[src/rtl/m_user_input_cond.sv]
// m_user_input_cond: raw buttons -> synchronised, debounced, one-hot single-cycle command pulses.
// Optional AUTO_REPEAT_EN macro adds hold-to-repeat on INC and DEC.
module m_user_input_cond #(
  parameter int DEBOUNCE_CYCLES = 1000000,
  parameter int REPEAT_DELAY    = 50000000,
  parameter int REPEAT_PERIOD   = 15000000
) (
  input  logic       w_clk,
  input  logic       w_rst,
  input  logic [3:0] i_btn_raw,
  output logic [3:0] o_user_input,
  output logic [3:0] o_btn_held
);
  localparam int CW = $clog2(DEBOUNCE_CYCLES);
  if (DEBOUNCE_CYCLES < 2 || REPEAT_DELAY < 1 || REPEAT_PERIOD < 1) begin : g_bad_param
    $error("m_user_input_cond: illegal parameter value");
  end
  logic [3:0]    r_sync1, r_sync2, r_stable, r_prev, r_pending;
  logic [3:0]    w_set, w_grant;
  logic [CW-1:0] r_cnt [4];
  assign o_btn_held = r_stable;
  always_ff @(posedge w_clk) begin
    if (w_rst) begin
      r_sync1      <= '0;
      r_sync2      <= '0;
      r_prev       <= '0;
      r_pending    <= '0;
      o_user_input <= '0;
    end else begin
      r_sync1      <= i_btn_raw;
      r_sync2      <= r_sync1;
      r_prev       <= r_stable;
      r_pending    <= (r_pending | w_set) & ~w_grant;
      o_user_input <= w_grant;
    end
  end
  // a sample matching the stable level (a bounce) restarts the count
  always_ff @(posedge w_clk) begin
    for (int b = 0; b < 4; b++) begin
      if (w_rst || r_sync2[b] == r_stable[b]) begin
        r_cnt[b] <= '0;
        if (w_rst) r_stable[b] <= 1'b0;
      end else if (r_cnt[b] == CW'(DEBOUNCE_CYCLES - 1)) begin
        r_stable[b] <= r_sync2[b];
        r_cnt[b]    <= '0;
      end else begin
        r_cnt[b] <= r_cnt[b] + CW'(1);
      end
    end
  end
  // priority OK > DEC > INC > AUX
  always_comb
    w_grant = r_pending[2] ? 4'b0100 :
              r_pending[1] ? 4'b0010 :
              r_pending[0] ? 4'b0001 :
              r_pending[3] ? 4'b1000 : 4'b0000;
`ifdef AUTO_REPEAT_EN
  localparam int RMAX = (REPEAT_DELAY > REPEAT_PERIOD) ? REPEAT_DELAY : REPEAT_PERIOD;
  localparam int RW   = $clog2(RMAX + 1);
  logic [RW-1:0] r_rep_cnt [2];
  logic [1:0]    r_rep_first, w_rep;
  always_comb begin
    w_rep = '0;
    for (int b = 0; b < 2; b++)
      w_rep[b] = r_stable[b] &&
                 r_rep_cnt[b] == (r_rep_first[b] ? RW'(REPEAT_DELAY) : RW'(REPEAT_PERIOD));
  end
  // counter holds cycles spent held since the last (re)load; reload to 1 keeps the period exact
  always_ff @(posedge w_clk) begin
    for (int b = 0; b < 2; b++) begin
      if (w_rst || !r_stable[b]) begin
        r_rep_cnt[b]   <= '0;
        r_rep_first[b] <= 1'b1;
      end else if (w_rep[b]) begin
        r_rep_cnt[b]   <= RW'(1);
        r_rep_first[b] <= 1'b0;
      end else begin
        r_rep_cnt[b] <= r_rep_cnt[b] + RW'(1);
      end
    end
  end
  assign w_set = (r_stable & ~r_prev) | {2'b00, w_rep};
`else
  assign w_set = r_stable & ~r_prev;
`endif
endmodule
[config.mk]
export PLATFORM = sky130hd
export DESIGN_NAME = m_user_input_cond
export DESIGN_NICKNAME = d
export VERILOG_FILES = /design/src/rtl/m_user_input_cond.sv
export SDC_FILE = /design/constraint.sdc
export NUM_CORES = 1
export LEC_CHECK = 0
export CORE_MARGIN = 3
export CORE_UTILIZATION = 40
export CTS_CLUSTER_SIZE = 30
export DETAILED_ROUTE_END_ITERATION = 8
export PLACE_DENSITY = 0.58
export SYNTH_ARGS = -nofsm -noshare
export SYNTH_HDL_FRONTEND = slang
export SYNTH_SLANG_ARGS = --single-unit
export TNS_END_PERCENT = 50
[constraint.sdc]
create_clock -name w_clk -period 2.6 [get_ports w_clk]
set_input_delay 0.26 -clock w_clk [delete_from_list [all_inputs] [get_ports w_clk]]
set_output_delay 0.26 -clock w_clk [all_outputs]
set_load 0.005 [all_outputs]
Word level (Yosys, flattened, before mapping)

Memory sizes are Yosys's and may differ from the RTL's.
Index checks and enable logic that the tools add are counted.
Widths: inputs -> output; s select.

Add/subtract/negate cells: 4
Equal/unequal tests: 12
Mux-type cells: 53
Bitwise gates (word level): 13
Reductions and logical operators: 12

Operators by type and width:

| cell                  | number |
|---|---|
| $mux 20               | 8 |
| $add 20x1->20 const B | 4 |
| $eq 20x20->1 const B  | 4 |
| $mux 1                | 41 |
| $mux 4                | 4 |
| $and 4x4->4           | 2 |
| $ne 2x2->1 const B    | 4 |
| $not 4->4             | 2 |
| $or 1x1->1            | 8 |
| $reduce_and 2->1      | 4 |
| $reduce_bool 2->1     | 4 |
| $eq 1x1->1            | 4 |
| $logic_or 1x1->1      | 4 |
| $or 4x4->4            | 1 |

Register bits: 24
RAM bits: 80
Input bits: 6
Output and inout bits: 8
Word-level logic and storage cells: 104
Memories: 1

Memory list:

| name  | words | width | read ports | clocked after Yosys merged registers in | write ports | RTL line | text |
|---|---|---|---|---|---|---|---|
| r_cnt | 4     | 20    | 4          | 0                                       | 4           | 20       | `logic [CW-1:0] r_cnt [4];` |

Longest topological paths before layout

Gate-level depths: netlist of the first run.

Depth in word-level cells: 6
Depth in mapped cells: 6
Depth with buffers taken out: 5

Worst setup path before layout of the first run

Ideal clock, no wire load.

Path type: reg-to-reg
From: mem r_cnt[2][0] (netlist name)
To: mem r_cnt[2][10] (netlist name) (data pin)
Setup time: 0.257 ns
Data arrival time: 1.947 ns
Data required time: 2.343 ns
Path slack: 0.396 ns
Cell stages (with the launch flop): 7
Path buffers: 1
Period minus slack after synthesis: 2.204 ns
Cells stage by stage: edfxtp_1 > ha_1 > nand3_1 > or4_1 > o21ai_2 > buf_2 > nor2_1

RTL lines:

| element     | RTL line |
|---|---|
| from (decl) | 20 |

==> flow_summary_export.csv, run 1 <==
group,metric,value,unit
die,fp.dieArea,14560,µm²
clocking,post_cts_buffers,0,
grt,antenna_found_initial,0,
timing,setup_violations,0,
timing,relSlewSlack,0.5880,
yosys,synth.area.top_cells,"edfxtp_1 (48%), dfxtp_1 (7.6%), xnor2_1 (6.7%), nor2_1 (4.8%), nand3_1 (2.9%)",
timing,rsz0062_at_grt,"false",
worst_setup_path,cp-end-kind,"register",
yosys,synth_cell_types,42,
grt,grt_pass1_wl,15980,µm
worst_setup_path,critical_path_required,2.80,ns
timing,timing.final.crit_share,0.8405,
final_layout,regArea,2923,µm²
route,wl_met3,297,µm
grt,grt_pass1_vias,3535,
worst_setup_path,critPathLaunchType,"register",
timing,fin_tns_setup,0,ns
timing,skew,0.008473,ns
die,die_w,120.7,µm
die,core_area,12720,µm²
worst_setup_path,path_max_fanout,7,
yosys,syn_area_per_cell,10.71,µm²
final_layout,antenna_cells,0,
placement,gp_congestion,0.7756,
timing,drv_slew,0,
route,drtPass1Iterations,4,
yosys,synth_flop_cell,"edfxtp_1",
pwr,power_frac_comb,0.058,
clocking,clk_latency,0.34,ns
route,drt_iter0_drc,249,
timing,period_needed,2.185,ns
yosys,ys_ff_latch,104,
hold_path,hold_path.class,"reg2reg",
yosys,netlist_instances,491,
die,rows,41,
clocking,cts.repair.resized,0,
worst_setup_path,cp_data_arrival_time,2.38,ns
route,viasPerCell,4.930,
route,wl_met2,4315,µm
route,num_vias,3781,
outcome,outcome,"finished clean",
pwr,p_sw,803.8,µW
yosys,synth_area,5259,µm²
clocking,numCtsBuffers,9,
route,drc,0,
placement,place_ws,0.4402,ns
yosys,synth_largest_area_cell,"edfxtp_1",
placement,dp.cells,751,
pwr,clkPwrFrac,0.404,
pwr,seq_power_share,0.537,
final_layout,final_layout_size_suffix_gt1_frac,0.06723,
clocking,clock_path_buffers,2,
grt,overflow,0,
route,drt-met1-wl,4408,µm
final_layout,multi_input_area,2519,µm²
pwr,p_per_area,589.1,nW/µm²
placement,place_hpwl,6592,µm
route,drtAntennaViolNets,0,
yosys,synth_top_area_share,0.4797,
grt,grt_max_degree,24,
pwr,switching_share,0.2179,
timing,hold_viol,0,
final_layout,final_cells,767,
pwr,vdd_ir_drop_max,0.0003661,V
clocking,cts-root-buf,"clkbuf_16",
clocking,htree_num_levels,3,
route,avgRoutedWirePerCell,11.94,µm
die,start_util,0.4134,
yosys,synth_edf_count,84,
pwr,total_power,3688,µW
grt,track_usage,0.1355,
die,die_y,120.7,µm
final_layout,nNetsFinal,600,
route,top_layer_used,"met4",
clocking,tritoncts,"done",
final_layout,area_growth,19.06,%
yosys,yosysSeqAreaShare,0.5558,
final_layout,fill_cells,1283,
timing,timing.final.ws_setup,0.4146,ns
timing,max_clock_freq,457.6,MHz
clocking,path_clk_slew,0.07,ns
clocking,cts_sinks,104,
pwr,p_leak,0.002134,µW
timing,worst_pin_slew,0.6124,ns
clocking,hold_buffers,0,
job,maxCapViolations,0,
placement,port-buffer-count,13,
worst_setup_path,crit_type,"reg2reg",
pwr,p_int,2884,µW
final_layout,fin_util,0.4921,
yosys,async_flop_share,0,
route,postRouteWirelength,9161,µm
yosys,yosys_warnings,0,
die,ios,14,
-- kinds of logic after synthesis --
logic type | synth area share
AO/OA/AOI/OAI | 0.06519
AND/OR/NAND/NOR | 0.2513
adder cells (fa/ha/maj) | 0.009517
XOR/XNOR | 0.09493
other | 0.0007131
flip-flops | 0.5558
buffers and inverters | 0.02260
-- power groups by stage --
| stage | Combinational (µW) | Clock [µW] | Sequential [µW] |
|---|---|---|---|
| global placement | 212 | 0 | 2010 |
| CTS | 216 | 1550 | 1980 |
| finish | 216 | 1490 | 1980 |
| floorplan | 164 | 0 | 1990 |
| global route | 250 | 1600 | 2000 |
| detailed placement | 214 | 0 | 2020 |
-- flip-flops by register name, summed over array words and instances (netlist names) --
name	flops
r_sync2	4
o_user_input	4
r_sync1	4
r_cnt	80
o_btn_held	4
r_pending	4
r_prev	4
-- path summary, 6_finish.rpt --
kind,slack (ns),cells after the start,from,end
setup reg to reg,0.41,5,r_cnt[3][0],r_cnt[3][18]
hold / removal,0.39,1,r_prev[2],r_pending[2]
hold reg to reg,0.39,1,r_prev[2],r_pending[2]
setup / recovery,0.41,5,r_cnt[3][0],r_cnt[3][18]
-- Yosys cell counts (5+ instances only) --
master / n
nand2_1: 21
nor2_1: 67
nand3_1: 30
dfxtp_1: 20
and4_1: 6
nor4_1: 17
xor2_1: 17
o31ai_1: 5
and3_1: 5
or4_1: 8
nor3_1: 16
xnor2_1: 40
inv_1: 17
nor2b_1: 16
a21oi_1: 22
or3_1: 11
edfxtp_1: 84
o21ai_0: 13
nand4_1: 21
clkbuf_1: 11
-- routing by layer --
metal / vias up / track usage
li1: 1936 / -
met4: 0 / 0.04674
met2: 46 / 0.2197
met3: 13 / 0.03742
met1: 1786 / 0.1751
met5: - / 0
-- cell usage in the layout, fill, tap and decap left out, drive strengths merged, types with 16 or more instances in the layout --
| cell | synthesis | routed |
|---|---|---|
| inv | 17 | 18 |
| nor2b | 16 | 16 |
| xor2 | 17 | 17 |
| dfxtp | 20 | 20 |
| nand3 | 30 | 30 |
| edfxtp | 84 | 84 |
| a21oi | 22 | 22 |
| nand2 | 21 | 21 |
| nand4 | 22 | 22 |
| nor2 | 67 | 67 |
| nor4 | 17 | 17 |
| xnor2 | 40 | 40 |
| nor3 | 16 | 16 |
| conb | 1 | 80 |
-- layout make-up --
| cell class | count | area share |
|---|---|---|
| sequential | 104 | 0.4668 |
| multi-input combinational | 435 | 0.4023 |
| timing repair buffer | 23 | 0.03277 |
| inverter | 17 | 0.01019 |
| clock buffer | 14 | 0.04736 |
| clock inverter | 2 | 0.006195 |
| tap | 172 | 0.03437 |
-- worst max-delay path, cell delays in order, from the launching register on --
cell and delay (ns):
edfxtp_1 0.42, ha_1 0.33, nand2_1 0.12, or4_4 0.52
or4_1 0.48, a21oi_1 0.17
-- metrics by stage --
step,cell area [µm²],hold WS (ns)
2_1_floorplan,5555,0.3762
3_3_place_gp,5926,0.3792
3_5_place_dp,5926,0.3898
4_1_cts,6261,0.4002
5_1_grt,6261,0.4122
6_report,6261,0.3937
Note: power is estimated with default switching activity, not from simulation.
==> run 2: changes to the inputs <==
--- a/config.mk
+++ b/config.mk
@@ -9,7 +9,7 @@
 export CORE_UTILIZATION = 40
 export CTS_CLUSTER_SIZE = 30
 export DETAILED_ROUTE_END_ITERATION = 8
-export PLACE_DENSITY = 0.58
+export PLACE_DENSITY = 0.6
 export SYNTH_ARGS = -nofsm -noshare
 export SYNTH_HDL_FRONTEND = slang
 export SYNTH_SLANG_ARGS = --single-unit
==> constraint.sdc (replaced) <==
create_clock -name w_clk -period 1.9 [get_ports w_clk]
set_input_delay 0.19 -clock w_clk [delete_from_list [all_inputs] [get_ports w_clk]]
set_output_delay 0.19 -clock w_clk [all_outputs]
set_load 0.005 [all_outputs]
==> flow_summary_export.csv, run 2 (synthesized netlist as in run 1, its figures left out) <==
group,metric,value,unit
pwr,switching_share,0.2374,
die,fp.dieArea,14560,µm²
pwr,power_frac_comb,0.090,
worst_setup_path,critical_path_required,1.97,ns
clocking,cts-root-buf,"clkbuf_16",
timing,period_needed,1.921,ns
pwr,clkPwrFrac,0.363,
clocking,clock_path_buffers,2,
route,num_vias,4042,
final_layout,antenna_cells,0,
clocking,hold_buffers,0,
worst_setup_path,cp-end-kind,"register",
timing,skew,0.007792,ns
final_layout,regArea,2923,µm²
placement,port-buffer-count,13,
final_layout,multi_input_area,2666,µm²
die,die_w,120.7,µm
final_layout,final_cell_mix,"edfxtp_1 (84), conb_1 (80), buf_4 (68)",
grt,grt_max_degree,27,
pwr,p_per_area,708.6,nW/µm²
job,maxCapViolations,0,
clocking,path_clk_slew,0.07,ns
route,drtPass1Iterations,4,
clocking,htree_num_levels,3,
die,core_area,12720,µm²
timing,fin_tns_setup,-0.05509,ns
worst_setup_path,cp_data_arrival_time,1.99,ns
final_layout,area_growth,31.48,%
clocking,cts_sinks,104,
timing,max_clock_freq,520.5,MHz
timing,timing.final.crit_share,1.011,
route,avgRoutedWirePerCell,12.29,µm
timing,timing.final.ws_setup,-0.02122,ns
final_layout,fill_cells,1191,
clocking,clk_latency,0.35,ns
final_layout,final_cells,836,
grt,antenna_found_initial,0,
final_layout,layout_commonest_cell,"edfxtp_1",
timing,setup_violations,7,
grt,grt_pass1_vias,3798,
hold_path,hold_path.class,"in2reg",
clocking,tritoncts,"done",
die,die_y,120.7,µm
die,rows,41,
clocking,numCtsBuffers,9,
timing,hold_viol,0,
route,drt_iter0_drc,241,
grt,grt_pass1_wl,17370,µm
final_layout,nNetsFinal,669,
pwr,p_int,3736,µW
route,drc,0,
route,drtAntennaViolNets,0,
outcome,violations,"setup timing",
worst_setup_path,critPathLaunchType,"register",
timing,drv_slew,0,
placement,dp.cells,815,
die,ios,14,
grt,track_usage,0.1475,
placement,place_ws,-0.02073,ns
timing,rsz0062_at_grt,"true",
route,postRouteWirelength,10270,µm
final_layout,largest_reg_flops,80,
placement,gp_congestion,0.8266,
outcome,outcome,"finished, violations left",
pwr,p_leak,0.002475,µW
final_layout,final_layout_size_suffix_gt1_frac,0.2003,
final_layout,largest_register,"r_cnt",
pwr,vdd_ir_drop_max,0.0003842,V
worst_setup_path,crit_type,"reg2reg",
route,viasPerCell,4.835,
grt,overflow,0,
worst_setup_path,path_max_fanout,2,
die,start_util,0.4134,
pwr,seq_power_share,0.548,
placement,place_hpwl,7501,µm
pwr,p_sw,1163,µW
[run 2: final timing paths]
| path | from | end | slack, ns | cells past startpoint |
|---|---|---|---|---|
| hold reg to reg | r_prev[2] | r_pending[2] | 0.41 | 1 |
| hold / removal | i_btn_raw[3] | r_sync1[3] | 0.39 | 2 |
| setup reg to reg | r_cnt[2][7] | o_btn_held[2] | -0.02 | 4 |
| setup / recovery | r_cnt[2][7] | o_btn_held[2] | -0.02 | 4 |
[run 2: power by group through the flow]
stage | clock [µW] | sequential (µW) | combinational (µW)
4_1_cts | 1840 | 2680 | 410
6_report | 1780 | 2680 | 439
5_1_grt | 1930 | 2700 | 495
3_5_place_dp | 0 | 2730 | 405
2_1_floorplan | 0 | 2730 | 234
3_3_place_gp | 0 | 2720 | 397
[run 2: per-layer routing]
layer | track usage | vias up | routed length, µm
li1 | - | 2064 | -
met1 | 0.1969 | 1901 | 4763
met2 | 0.2365 | 64 | 4926
met3 | 0.04069 | 13 | 452
met4 | 0.04249 | 0 | 129
met5 | 0 | - | 0
[run 2: layout make-up]
cell class / instances / area share
inverter: 17 / 0.009229
clock buffer: 11 / 0.03511
timing repair buffer: 92 / 0.1106
multi-input combinational: 435 / 0.3856
sequential: 104 / 0.4227
clock inverter: 5 / 0.005610
tap: 172 / 0.03113
[run 2: per-stage QoR]
stage          utilization  power [µW]  instance area (µm²)  hold WS, ns
2_1_floorplan            -        2960                 5624       0.3182
3_3_place_gp        0.5068        3122                 6447       0.3803
3_5_place_dp        0.5068        3136                 6447       0.3916
4_1_cts             0.5318        4935                 6765       0.3802
5_1_grt             0.5435        5122                 6914       0.3904
6_report            0.5435        4899                 6914       0.3950
[run 2: worst max-delay path, stage by stage, from the launching register on]
cell and delay (ns):
edfxtp_1 0.40, or3b_4 0.40, or4_4 0.45, or2_4 0.26, o21ai_2 0.14
[run 2: what timing repair did]
item	4_1_cts	5_1_grt
pin swaps	3	12
setup buffers	1	2
gates cloned	0	2
endpoints found under the setup margin	7	64
resized for setup	7	29
